File: src/rtl/proc_param_pkg.sv
// Shared constants for the parametrised multicycle core: opcodes, step
// encodings and the ALU operation select.
package proc_param_pkg;

  localparam logic [3:0] OP_MV   = 4'd0;
  localparam logic [3:0] OP_MVI  = 4'd1;
  localparam logic [3:0] OP_ADD  = 4'd2;
  localparam logic [3:0] OP_SUB  = 4'd3;
  localparam logic [3:0] OP_LD   = 4'd4;
  localparam logic [3:0] OP_ST   = 4'd5;
  localparam logic [3:0] OP_MVNZ = 4'd6;
  localparam logic [3:0] OP_SHL  = 4'd7;
  localparam logic [3:0] OP_OR   = 4'd8;
  localparam logic [3:0] OP_AND  = 4'd9;

  localparam logic [1:0] T0 = 2'd0;
  localparam logic [1:0] T1 = 2'd1;
  localparam logic [1:0] T2 = 2'd2;
  localparam logic [1:0] T3 = 2'd3;

  typedef enum logic [2:0] {
    ALU_ADD,
    ALU_SUB,
    ALU_SHL,
    ALU_OR,
    ALU_AND
  } alu_op_t;

  function automatic logic is_alu(input logic [3:0] op);
    return op inside {OP_ADD, OP_SUB, OP_SHL, OP_OR, OP_AND};
  endfunction

  function automatic alu_op_t alu_sel(input logic [3:0] op);
    alu_op_t sel;
    case (op)
      OP_SUB:  sel = ALU_SUB;
      OP_SHL:  sel = ALU_SHL;
      OP_OR:   sel = ALU_OR;
      OP_AND:  sel = ALU_AND;
      default: sel = ALU_ADD;
    endcase
    return sel;
  endfunction

endpackage

File: src/rtl/proc_param_if.sv
// Sequencer / memory side of the core, plus debug visibility of the step
// register and zero flag.
interface proc_param_if #(
  parameter int W = 16
);
  // Run is sampled only in T0; Done pulses for exactly one cycle in the final
  // step. During ld-T2 / st-T3 the core waits until MemReady=1 and completes in
  // that same cycle; MemReady at any other time has no effect.
  logic         Run;
  logic [W-1:0] DIN;
  logic         MemReady;
  logic         Done;
  logic [W-1:0] BusWires;
  logic [W-1:0] ADDR;
  logic [W-1:0] DOUT;
  logic         W_D;
  logic [1:0]   step;
  logic         z;

  modport master (
    output Run, DIN, MemReady,
    input  Done, BusWires, ADDR, DOUT, W_D, step, z
  );

  modport slave (
    input  Run, DIN, MemReady,
    output Done, BusWires, ADDR, DOUT, W_D, step, z
  );
endinterface

File: src/rtl/proc_param_alu.sv
// Combinational ALU: add/sub/or/and and a zero-filling left shift by the low
// log2(W) bits of b. Arithmetic wraps modulo 2^W.
module proc_alu
  import proc_param_pkg::*;
#(
  parameter int W = 16
) (
  input  logic [W-1:0] a,
  input  logic [W-1:0] b,
  input  alu_op_t      op,
  output logic [W-1:0] result,
  output logic         zero
);

  localparam int SB = $clog2(W);

  always_comb begin
    result = a + b;
    case (op)
      ALU_SUB: result = a - b;
      ALU_SHL: result = a << b[SB-1:0];
      ALU_OR:  result = a | b;
      ALU_AND: result = a & b;
      default: result = a + b;
    endcase
  end

  assign zero = (result == '0);

endmodule

File: src/rtl/proc_param_regn.sv
// Enabled register with asynchronous active-low clear.
module regn #(
  parameter int W = 16
) (
  input  logic         clk,
  input  logic         rst_n,
  input  logic         en,
  input  logic [W-1:0] d,
  output logic [W-1:0] q
);

  always_ff @(posedge clk or negedge rst_n) begin
    if (!rst_n)  q <= '0;
    else if (en) q <= d;
  end

endmodule

File: src/rtl/proc_param.sv
// Multicycle core with W-bit datapath and NREG registers; a single shared bus
// moves data between registers, G, DIN and the memory address/data latches.
module proc_param
  import proc_param_pkg::*;
#(
  parameter int W    = 16,
  parameter int NREG = 8
) (
  input  logic         Clock,
  input  logic         Resetn,
  proc_param_if.slave  bus
);

  localparam int RB  = $clog2(NREG);
  localparam int IRW = 4 + 2 * RB;

  logic [1:0]      step, step_nx;
  logic [IRW-1:0]  ir;
  logic [3:0]      opcode;
  logic [RB-1:0]   x, y;
  logic [NREG-1:0] xdec, ydec, rsel, r_en;
  logic [W-1:0]    r [NREG];
  logic [W-1:0]    a_q, g_q, alu_res, bus_val;
  logic            alu, alu_zero, z, gsel, is_mem;
  logic            rx_wr, a_en, g_en, addr_en, dout_en;

  assign opcode = ir[IRW-1 -: 4];
  assign x      = ir[2*RB-1 -: RB];
  assign y      = ir[RB-1:0];
  assign alu    = is_alu(opcode);
  assign is_mem = (opcode == OP_LD) || (opcode == OP_ST);

  regn #(.W(IRW)) u_ir (
    .clk(Clock), .rst_n(Resetn), .en((step == T0) && bus.Run),
    .d(bus.DIN[W-1 -: IRW]), .q(ir)
  );

  always_comb begin
    step_nx = step;
    case (step)
      T0: if (bus.Run) step_nx = T1;
      T1: step_nx = (alu || is_mem) ? T2 : T0;
      T2: begin
        if (opcode == OP_LD) step_nx = bus.MemReady ? T0 : T2;
        else                 step_nx = T3;
      end
      T3: if ((opcode != OP_ST) || bus.MemReady) step_nx = T0;
      default: step_nx = T0;
    endcase
  end

  always_ff @(posedge Clock or negedge Resetn) begin
    if (!Resetn) step <= T0;
    else         step <= step_nx;
  end

  // Only T2 (ALU/ld/st) and T3 (ALU/st) are reachable, so the terms below are exclusive.
  assign bus.Done = ((step == T1) && !(alu || is_mem))
                 || ((step == T2) && (opcode == OP_LD) && bus.MemReady)
                 || ((step == T3) && (alu || bus.MemReady));
  assign bus.W_D  = (step == T3) && (opcode == OP_ST);

  always_comb begin
    rsel    = '0;
    gsel    = 1'b0;
    rx_wr   = 1'b0;
    a_en    = 1'b0;
    g_en    = 1'b0;
    addr_en = 1'b0;
    dout_en = 1'b0;
    case (step)
      T1: begin
        case (opcode)
          OP_MV:        begin rsel = ydec; rx_wr = 1'b1; end
          OP_MVI:       rx_wr = 1'b1;
          OP_MVNZ:      begin rsel = ydec; rx_wr = !z; end
          OP_LD, OP_ST: begin rsel = ydec; addr_en = 1'b1; end
          default:      if (alu) begin rsel = xdec; a_en = 1'b1; end
        endcase
      end
      T2: begin
        if (alu)                  begin rsel = ydec; g_en = 1'b1; end
        else if (opcode == OP_LD) rx_wr = bus.MemReady;
        else if (opcode == OP_ST) begin rsel = xdec; dout_en = 1'b1; end
      end
      T3: if (alu) begin gsel = 1'b1; rx_wr = 1'b1; end
      default: ;
    endcase
  end

  assign r_en = rx_wr ? xdec : '0;

  // DIN drives the bus whenever no register or G is selected.
  always_comb begin
    bus_val = '0;
    for (int i = 0; i < NREG; i++)
      if (rsel[i]) bus_val = bus_val | r[i];
    if (gsel) bus_val = bus_val | g_q;
    if (!(gsel || (|rsel))) bus_val = bus.DIN;
  end

  assign bus.BusWires = bus_val;

  for (genvar i = 0; i < NREG; i++) begin : g_reg
    assign xdec[i] = (x == RB'(i));
    assign ydec[i] = (y == RB'(i));
    regn #(.W(W)) u_r (
      .clk(Clock), .rst_n(Resetn), .en(r_en[i]), .d(bus_val), .q(r[i])
    );
  end

  regn #(.W(W)) u_a (.clk(Clock), .rst_n(Resetn), .en(a_en), .d(bus_val), .q(a_q));
  regn #(.W(W)) u_g (.clk(Clock), .rst_n(Resetn), .en(g_en), .d(alu_res), .q(g_q));
  regn #(.W(W)) u_addr (.clk(Clock), .rst_n(Resetn), .en(addr_en), .d(bus_val), .q(bus.ADDR));
  regn #(.W(W)) u_dout (.clk(Clock), .rst_n(Resetn), .en(dout_en), .d(bus_val), .q(bus.DOUT));

  proc_alu #(.W(W)) u_alu (
    .a(a_q), .b(bus_val), .op(alu_sel(opcode)), .result(alu_res), .zero(alu_zero)
  );

  always_ff @(posedge Clock or negedge Resetn) begin
    if (!Resetn)   z <= 1'b1;
    else if (g_en) z <= alu_zero;
  end

  assign bus.step = step;
  assign bus.z    = z;

endmodule

File: src/flat_wrapper.sv
// flat-port wrapper written by rule: the top's interface ports become plain ports
module proc_param_flat import proc_param_pkg::*;
#(
  parameter int W    = 16,
  parameter int NREG = 8
)
  (Clock, Resetn, bus_Run, bus_DIN, bus_MemReady, bus_Done, bus_BusWires, bus_ADDR, bus_DOUT, bus_W_D, bus_step, bus_z);
  proc_param_if #(.W(W)) bus_i ();
  input  logic Clock;
  input  logic Resetn;
  input wire logic [$bits(bus_i.Run)-1:0] bus_Run;
  input wire logic [$bits(bus_i.DIN)-1:0] bus_DIN;
  input wire logic [$bits(bus_i.MemReady)-1:0] bus_MemReady;
  output wire logic [$bits(bus_i.Done)-1:0] bus_Done;
  output wire logic [$bits(bus_i.BusWires)-1:0] bus_BusWires;
  output wire logic [$bits(bus_i.ADDR)-1:0] bus_ADDR;
  output wire logic [$bits(bus_i.DOUT)-1:0] bus_DOUT;
  output wire logic [$bits(bus_i.W_D)-1:0] bus_W_D;
  output wire logic [$bits(bus_i.step)-1:0] bus_step;
  output wire logic [$bits(bus_i.z)-1:0] bus_z;
  assign bus_i.Run = bus_Run;
  assign bus_i.DIN = bus_DIN;
  assign bus_i.MemReady = bus_MemReady;
  assign bus_Done = bus_i.Done;
  assign bus_BusWires = bus_i.BusWires;
  assign bus_ADDR = bus_i.ADDR;
  assign bus_DOUT = bus_i.DOUT;
  assign bus_W_D = bus_i.W_D;
  assign bus_step = bus_i.step;
  assign bus_z = bus_i.z;
  proc_param #(.W(W), .NREG(NREG)) u_core (.Clock(Clock), .Resetn(Resetn), .bus(bus_i));
endmodule
File: config.mk
export PLATFORM = sky130hd
export DESIGN_NAME = proc_param_flat
export DESIGN_NICKNAME = d
export VERILOG_FILES = /design/src/rtl/proc_param_pkg.sv /design/src/rtl/proc_param_if.sv /design/src/rtl/proc_param_alu.sv /design/src/rtl/proc_param_regn.sv /design/src/rtl/proc_param.sv /design/src/flat_wrapper.sv
export SDC_FILE = /design/constraint.sdc
export NUM_CORES = 1
export LEC_CHECK = 0
export ABC_CLOCK_PERIOD_IN_PS = 10300
export CELL_PAD_IN_SITES_DETAIL_PLACEMENT = 1
export CELL_PAD_IN_SITES_GLOBAL_PLACEMENT = 1
export CORE_MARGIN = 3
export CORE_UTILIZATION = 34
export DETAILED_ROUTE_END_ITERATION = 8
export HOLD_SLACK_MARGIN = 0.15
export PLACE_DENSITY_LB_ADDON = 0.08
export SLEW_MARGIN = 40
export SYNTH_ARGS = -nofsm -noshare
export SYNTH_HDL_FRONTEND = slang
export SYNTH_HIERARCHICAL = 1
export SYNTH_SLANG_ARGS = --single-unit
File: constraint.sdc
create_clock -name Clock -period 10.3 [get_ports Clock]
set_input_delay 1.03 -clock Clock [delete_from_list [all_inputs] [get_ports Clock]]
set_output_delay 1.03 -clock Clock [all_outputs]
set_load 0.01 [all_outputs]
# Word level (Yosys, flattened, before mapping)
# Index checks and enable logic that the tools add are counted.
[word_totals]
in_bits = 20
elab_cells = 128
output_inout_bits = 53
reg_bits = 205
[op_classes]
addsub = 2
n_bitwise = 10
reduce_logical = 27
n_eq_ne = 33
mux = 40
shifts = 1
[ops]
columns = ["cell", "n"]
rows = [
  ["two-way mux 16 bit", 10],
  ["OR 16 bit", 9],
  ["case mux 16 bit (4 select lines)", 1],
  ["two-way mux 8 bit", 5],
  ["case mux 8 bit (2 select lines)", 2],
  ["== test 3 bit (second input constant)", 9],
  ["== test 3 x 2 -> 1 bit (second input constant)", 6],
  ["adder 16 bit", 1],
  ["AND 16 bit", 1],
  ["== test 4 x 3 -> 1 bit (second input constant)", 4],
  ["zero test 16 bit", 1],
  ["left shift 16 x 4 -> 16 bit", 1],
  ["subtractor 16 bit", 1],
  ["two-way mux 1 bit", 13],
  ["case mux 3 bit (4 select lines)", 1],
  ["two-way mux 2 bit", 5],
  ["== test 3 x 1 -> 1 bit (second input constant)", 3],
  ["== test 4 x 2 -> 1 bit (second input constant)", 2],
  ["== test 4 bit (second input constant)", 2],
  ["case mux 2 bit (4 select lines)", 1],
  ["OR reduction 8 bit", 1],
  ["logical OR 1 bit", 7],
  ["logical AND 1 bit", 6],
  ["zero test 3 bit", 2],
  ["16 further kinds", 19],
]

# Depth between registers and ports, before layout
# Gate-level depths: netlist of the first run.
[logic_depth]
word_depth = 26
depth_mapped = 30
ltp_nobuf = 24

# Hierarchy
# The synthesis of the first run kept the hierarchy.
[modules_own_cells]
columns = ["module", "seq_area_each_um2", "cells_per_inst", "instances", "area_each_um2"]
rows = [
  ["regn (u_core.g_reg[0].u_r ...)", 400.4, 34, 12, 649.4],
  ["proc_alu", 0.0, 315, 1, 2303.5],
  ["proc_param", 76.3, 333, 1, 2285.9],
  ["regn (u_core.u_ir)", 250.2, 21, 1, 411.6],
]

# Worst setup path before layout of the first run
# Ideal clock, no wire load.
[synth_path]
path_kind = "register -> register"
startpoint = "reg u_core.step[0], in the netlist u_core/bus.step[0]"
endpoint = "reg u_core.z, in the netlist u_core/bus.z"
path_buffers = 4
setup_slack_ps = 3175
setup_ps = 60
required_time_ps = 10240
arrival_ps = 7066
stages_incl_launch_ff = 26
period_less_slack_ps = 7125
cell_sequence = "dfrtp_1 -> inv_1 -> ha_1 -> and2_0 -> a22o_2 -> or4_1 -> buf_2 -> or2_1 -> buf_6 -> a41oi_1 -> buf_2 -> buf_1 -> inv_1 -> ha_1 -> inv_1 -> o22ai_1 -> xor2_1 -> ha_1 -> or4_1 -> o22ai_1 -> mux2i_1 -> nand4_1 -> a2111o_1 -> or4_1 -> nor4_2 -> mux2_2"
[synth_via]
elab_chain_len = 23
elab_cells_between_ends = 33
cone_classes = "add/sub: 2; eq/ne: 3; shift: 1; mux: 14; bitwise: 10; reduce/logical: 3"
[synth_rtl]
columns = ["item", "line", "source"]
rows = [
  ["start, declared", "proc_param.sv:17", "logic [1:0] step, step_nx;"],
  ["start signal, assigned", "proc_param.sv:54", "else step <= step_nx;"],
  ["== test 2 bit or == test 2 x 1 -> 1 bit (tied branches)", "proc_param.sv:71", "case (step)"],
  ["case mux 8 bit (2 select lines)", "proc_param.sv:71", ""],
  ["two-way mux 16 bit", "proc_param.sv:97", "if (rsel[i]) bus_val = bus_val | r[i];"],
  ["OR 16 bit", "proc_param.sv:97", ""],
  ["two-way mux 16 bit", "proc_param.sv:97", ""],
  ["OR 16 bit", "proc_param.sv:97", ""],
  ["two-way mux 16 bit", "proc_param.sv:97", ""],
  ["OR 16 bit", "proc_param.sv:97", ""],
  ["[10 not listed]", "--", ""],
  ["two-way mux 16 bit", "proc_param.sv:98", "if (gsel) bus_val = bus_val | g_q;"],
  ["two-way mux 16 bit (*)", "proc_param.sv:99", "if (!(gsel || (|rsel))) bus_val = bus.DIN;"],
  ["via bus_BusWires[0]", "flat_wrapper.sv:15", "output wire logic [$bits(bus_i.BusWires)-1:0] bus_BusWires;"],
  ["adder 16 bit (tied with other cells)", "--", ""],
  ["case mux 16 bit (4 select lines) (*)", "proc_param_alu.sv:19", "case (op)"],
  ["via u_core.alu_res[10]", "proc_param.sv:23", "logic [W-1:0] a_q, g_q, alu_res, bus_val;"],
  ["zero test 16 bit (*)", "proc_param_alu.sv:28", "assign zero = (result == '0);"],
  ["via u_core.alu_zero", "proc_param.sv:24", "logic alu, alu_zero, z, gsel, is_mem;"],
  ["end signal, assigned", "proc_param.sv:123", "else if (g_en) z <= alu_zero;"],
  ["end, declared", "proc_param.sv:24", ""],
]
# Mark *: on every way through the listed nets, which the timed path passes. The rest lies on a longest branch.
# A chain may end at the register's enable or synchronous reset.

# Final worst setup path of the first run
[layout_path]
startpoint = "reg u_core.u_ir.q[9]"
endpoint = "reg u_core.z, in the netlist u_core/bus.z"
[layout_via]
elab_cells_between_ends = 53
cone_classes = "add/sub: 2; eq/ne: 13; shift: 1; mux: 21; bitwise: 10; reduce/logical: 6"
[layout_lines]
columns = ["item", "line", "source"]
rows = [
  ["start, declared", "proc_param_regn.sv:9", "output logic [W-1:0] q"],
  ["start signal, assigned", "proc_param_regn.sv:13", "if (!rst_n) q <= '0;"],
  ["start signal, assigned", "proc_param_regn.sv:14", "else if (en) q <= d;"],
  ["== test 4 x 2 -> 1 bit (tied with other cells)", "proc_param_pkg.sv:30", "return op inside {OP_ADD, OP_SUB, OP_SHL, OP_OR, OP_AND};"],
  ["nonzero test 5 bit (*)", "proc_param_pkg.sv:30", ""],
  ["two-way mux 1 bit (*)", "proc_param.sv:82", "if (alu) begin rsel = ydec; g_en = 1'b1; end"],
  ["two-way mux 1 bit (*)", "proc_param.sv:71", ""],
  ["via u_core.g_en", "proc_param.sv:25", "logic rx_wr, a_en, g_en, addr_en, dout_en;"],
]
# Marked as above.

==> impl_results.md, run 1 <==
- DP HPWL: 29.0 mm
- Status: complete, no violations
- Fillers: 3,932
- CP Class: flip-flop to flip-flop
- Mean Syn Cell Area: 11.9 um^2
- GRT Residual Overflow: 0
- Routed WL: 43.1 mm
- DP Cell Count: 1,622
- Clock Latency Late Sink: 560 ps
- ANT nets after route: 0
- Nets: 1,192
- Cells after synthesis: 1,077
- Element type at the critical path end: flip-flop
- DRC errors left: 0
- Boundary pin count: 73
- Max-slew headroom: 45.7%
- Area Overhead vs Synth: 17.2%
- First-pass GRT wire length: 65.4 mm
- Final Max Slew Viols: 0
- Crit start category: flip-flop
- Post-CTS Setup Bufs: 0
- Setup violations, final: 0
- Std cell rows: 70
- Post-synth EDFFs: 0
- Post-synth cell types: 88
- Ratio of final minimum period to clock period: 77.1%
- Clk buf depth: 3
- Clk_skew: 29.7 ps
- RSZ-0062 raised after global routing: false
- Drt pass-1 iters: 5
- Die ar.: 40,000 um^2
- Largest net degree at the start of global routing: 97
- Final Non-Filler Cells: 1,672
- Core box area: 36,900 um^2
- Hold-fix buffers, CTS: 0
- Ys flop type: dfrtp_1
- Worst slew pin tran: 814 ps
- Hold WS: 331 ps
- Hold WC Path Type: primary input to asynchronous set/reset pin
- Routability cong.: 0.895
- FF+latch count, synth: 205
- Max-cap violation count: 0
- Vias in the first global route: 9,834
- Hold Violations, Final: 0
- Asr flop ratio synth: 100%
- Fin crit period: 7940 ps
- Via-to-Cell Ratio: 5.65
- Fmax: 0.126 GHz
- Clk root buf: clkbuf_16
- Syn Nets: 1,122
- # clock sinks: 205
- Die Width: 200 um
- Vias: 9,443
- Initial antenna violation count: 0
- Synth Cell Area: 12,800 um^2
- Share of layout cells above drive strength 1: 30.2%
- Die Y: 200 um
- # H-tree levels: 1
- Clock transition at path regs: 60 ps
- Wire per inst: 25.8 um
- Crit-path max FO: 19
- Worst Path Required: 10,790 ps
- Register area share after synthesis: 40.1%
- I/O Buffers: 72
- Crit path arrival time: 8420 ps
- # resized after CTS: 0
- Initial drt markers: 649
- Starting Density: 34.7%
- Yosys warnings: 6
- Setup TNS: 0 ps
- CTS Buf Count: 26
- CTS tree: done
- GRT Util Overall: 21.6%
-- final timing paths --
path                                     startpoint                         to  slack [ps]  cells after the start
setup / recovery                   u_core/u_ir/q[9]               u_core/bus.z        2360                     21
hold / removal                               Resetn   u_core/g_reg[1].u_r/q[6]         330                      1
setup reg to reg                   u_core/u_ir/q[9]               u_core/bus.z        2360                     21
hold reg to reg            u_core/g_reg[0].u_r/q[0]   u_core/g_reg[0].u_r/q[0]         500                      1
max in group asynchronous                    Resetn  u_core/g_reg[3].u_r/q[15]        8630                      3
min in group Clock         u_core/g_reg[0].u_r/q[0]   u_core/g_reg[0].u_r/q[0]         500                      1
-- cells by family after synthesis --
| kind of cell | count (synthesis) | synth area share, % |
|---|---|---|
| AO/OA/AOI/OAI | 270 | 15.9 |
| XOR/XNOR | 25 | 1.71 |
| buffers and inverters | 104 | 5.67 |
| AND/OR/NAND/NOR | 223 | 9.34 |
| adder cells (fa/ha/maj) | 25 | 2.50 |
| multiplexers | 225 | 24.8 |
| flip-flops | 205 | 40.1 |
-- flip-flops by register name (all words and copies together) (netlist names) --
name	cells
u_core/u_g/q	16
u_core/bus.z	1
u_core/g.u_r/q	128
u_core/bus.step	2
u_core/u_ir/q	10
u_core/u_dout/q	16
u_core/u_a/q	16
u_core/u_addr/q	16
-- worst max-delay path, cell delays in order (launching register included) --
cell       delay (ps)
dfrtp_1           560
nand2b_1          300
o2bb2ai_2         580
and2_2            600
o211a_2           540
or4_1             520
or2_1             170
buf_4             290
a41oi_4           380
buf_4             360
nor2_1            360
a21oi_1           150
xnor2_1           160
ha_1              400
o21ai_0           120
a21oi_1           450
o21ai_0           280
o21a_1            220
or4b_1            530
or4_1             500
nor4_2            210
mux2_2            190
-- cell usage after synthesis, types with 11 or more instances --
cell	n	area share [%]
a221oi_1	18	1.2
a211oi_1	26	1.5
dfrtp_1	204	40
ha_1	24	2.3
buf_12	12	1.9
o22ai_1	26	1.3
o21a_1	12	0.70
a21oi_1	52	2.0
nor2_1	42	1.2
nand2_1	51	1.5
nor3_1	27	1.1
a21boi_0	16	0.94
mux2_2	75	6.6
buf_6	16	1.4
nand3_1	11	0.43
mux2_4	130	15
xnor2_1	16	1.1
inv_1	33	0.97
clkbuf_1	28	0.82
o21ai_0	27	1.1
nor2b_1	22	1.1
-- stage by stage --
step | utilization, % | setup WS (ps) | area, um^2
3_3_place_gp | 37.8 | 2150 | 13900
5_1_grt | 40.7 | 1850 | 15000
2_1_floorplan | - | 3170 | 12800
6_report | 40.7 | 2360 | 15000
4_1_cts | 40.5 | 2360 | 15000
3_5_place_dp | 37.9 | 2420 | 14000
-- final cells by class --
| cell class | count | area (um^2) | area share (%) |
|---|---|---|---|
| Clock buffer | 32 | 723 | 4.82 |
| Sequential cell | 205 | 5130 | 34.2 |
| Tap cell | 504 | 631 | 4.20 |
| Clock inverter | 16 | 249 | 1.66 |
| Timing Repair Buffer | 113 | 1060 | 7.05 |
| Antenna cell | 1 | 2.50 | 0.0167 |
| Inverter | 33 | 124 | 0.826 |
| Multi-Input combinational cell | 768 | 7080 | 47.2 |
-- metal layers --
layer / vias up / global-route usage (%) / share of wire [%]
met3: 56 / 3.39 / 4.6
met1: 4970 / 32.1 / 49
met5: - / 0 / 0
met4: 0 / 5.12 / 2.4
met2: 225 / 33.2 / 44
li1: 4192 / - / -
-- placed cells by master (no fill, tap or decap), types with 7 or more instances in the layout --
| master | instances |
|---|---|
| nor2_1 | 35 |
| nand3b_1 | 8 |
| dfrtp_1 | 204 |
| o21a_1 | 12 |
| a21oi_1 | 52 |
| mux2_2 | 75 |
| inv_1 | 33 |
| xnor2_1 | 16 |
| a22o_1 | 7 |
| buf_4 | 39 |
| nand3_1 | 11 |
| nand2_1 | 51 |
| nor2_2 | 7 |
| nor3_1 | 27 |
| nor2b_1 | 22 |
| xor2_1 | 9 |
| o2bb2ai_1 | 7 |
| clkbuf_16 | 26 |
| o22ai_1 | 26 |
| ha_1 | 24 |
| a21o_1 | 7 |
| mux4_2 | 10 |
| a41oi_2 | 14 |
| clkdlybuf4s50_1 | 71 |
| nand2b_1 | 10 |
| a211oi_1 | 26 |
| a221oi_1 | 18 |
| a21boi_0 | 16 |
| mux2_4 | 130 |
| o21ai_0 | 27 |
Power of run 1 is not shown: default switching activity piles up to over one toggle a cycle in this logic, so the estimate is an artifact.
==> inputs of run 2 (changes only) <==
Settings changed: ABC_CLOCK_PERIOD_IN_PS 10300 to 7800.
Clock period 10.3 ns to 7.8 ns, I/O delays scaled along.
==> run 2 against run 1 <==
Net effect:
- global-route usage fell by 0.44 points
- register-to-register slack got worse by 1900 ps
- via count fell by 0.29%
- critical path type unchanged
- largest cell class unchanged
==> impl_results.md, run 2 (synthesis gave the netlist of run 1 again) <==
- DP HPWL: 29.4 mm
- Setup violations, final: 0
- CP peak stage delay: 740 ps
- ANT nets after route: 0
- Clock transition at path regs: 60 ps
- Largest net degree at the start of global routing: 92
- # clock sinks: 205
- GRT Residual Overflow: 0
- Core box area: 36,900 um^2
- Crit path arrival time: 7820 ps
- Routability cong.: 0.905
- Vias: 9,416
- Clk_skew: 21.1 ps
- Die Y: 200 um
- Top delay family on crit path: simple AND/OR/NAND/NOR gates
- Share of layout cells above drive strength 1: 30.0%
- Max-cap violation count: 0
- WP buf/inv: 2
- Element type at the critical path end: flip-flop
- Max reg flops: 128
- Hold WC Path Type: flip-flop to flip-flop
- Ant. Diodes: 0
- CTS tree: done
- Critical-path cell list: nand2b_1, o2bb2ai_2, buf_4, and2_1, o211a_2, or4_1, or2_1, buf_4, a41oi_2, or4_1, or3_1, nor3_1, nor2_1, xnor2_1, ha_1, a21o_1, o21ai_0, o22ai_1, a2111oi_0, o21ai_0, or3_1, nor4_2, mux2_2
- Final Instance Area: 15,000 um^2
- I/O Buffers: 72
- Commonest cells after routing, fill and taps aside: 204 x dfrtp_1, 130 x mux2_4, 75 x mux2_2, 71 x clkdlybuf4s50_1, 52 x a21oi_1
- Nets: 1,204
- Fillers: 3,948
- Die ar.: 40,000 um^2
- Initial antenna violation count: 0
- Drt pass-1 iters: 5
- Hold WS: 504 ps
- Fin crit period: 7320 ps
- Std cell rows: 70
- Die Width: 200 um
- Area after DPL: 14,100 um^2
- Clk buf depth: 3
- Wire per inst: 25.3 um
- Status: complete, no violations
- Boundary pin count: 73
- GRT Util Overall: 21.2%
- Via-to-Cell Ratio: 5.60
- Starting Density: 34.7%
- DRC errors left: 0
- Clock Latency Late Sink: 560 ps
- Area Overhead vs Synth: 17.1%
- Worst Path Required: 8300 ps
- Slowest CP cell: or4_1
- Clk root buf: clkbuf_16
- Vias in the first global route: 9,745
- # H-tree levels: 1
- Max-slew headroom: 46.4%
- Worst slew pin tran: 801 ps
- Fmax: 0.137 GHz
- Crit-path max FO: 17
- Crit start category: flip-flop
- # resized after CTS: 0
- Post-CTS Setup Bufs: 0
- CP Class: flip-flop to flip-flop
- Ratio of final minimum period to clock period: 93.9%
- Setup TNS: 0 ps
- Hold Violations, Final: 0
- Commonest non-fill, non-tap cell in the layout: dfrtp_1
- Initial drt markers: 751
- First-pass GRT wire length: 64.4 mm
- RSZ-0062 raised after global routing: false
- CTS Buf Count: 26
- Routed WL: 42.5 mm
- Final Max Slew Viols: 0
- Largest Register: u_core/g.u_r/q
## run 2: metrics by stage
stage | utilization (%) | cells | setup WS, ps
3_3_place_gp | 38.0 | 1632 | 711
3_5_place_dp | 38.1 | 1633 | 637
4_1_cts | 40.5 | 1679 | 602
2_1_floorplan | - | 1077 | 675
5_1_grt | 40.6 | 1681 | 70.9
6_report | 40.6 | 1681 | 477
## run 2: worst paths after layout
kind	startpoint	to	cells past startpoint	slack, ps
setup / recovery	u_core/u_ir/q[9]	u_core/bus.z	23	480
hold / removal	u_core/u_addr/q[0]	u_core/u_addr/q[0]	1	500
setup reg to reg	u_core/u_ir/q[9]	u_core/bus.z	23	480
hold reg to reg	u_core/u_addr/q[0]	u_core/u_addr/q[0]	1	500
max in group asynchronous	Resetn	u_core/u_g/q[1]	4	5800
min in group asynchronous	Resetn	u_core/u_addr/q[0]	2	670
## run 2: layout make-up
class | instances | area [um^2] | area share [%]
clock inverter | 7 | 118 | 0.785
inverter | 33 | 124 | 0.827
tap | 504 | 631 | 4.21
multi-input combinational | 768 | 7050 | 47.1
timing repair buffer | 125 | 1150 | 7.70
sequential | 205 | 5130 | 34.3
clock buffer | 39 | 769 | 5.14
## run 2: routing by layer
metal	part of all wire (%)	routed length, um	track usage [%]	up-vias
li1	-	-	-	4214
met1	49	20800	32.0	4890
met2	44	18600	31.9	255
met3	4.9	2080	3.34	57
met4	2.4	1020	4.96	0
met5	0	0	0	-
## run 2: timing repair
item / in CTS / in global routing
hold endpoints to repair: 0 / 26
hold buffers: 0 / 1
endpoints found under the setup margin: 0 / 0
Power of run 2 is left out for the same reason.
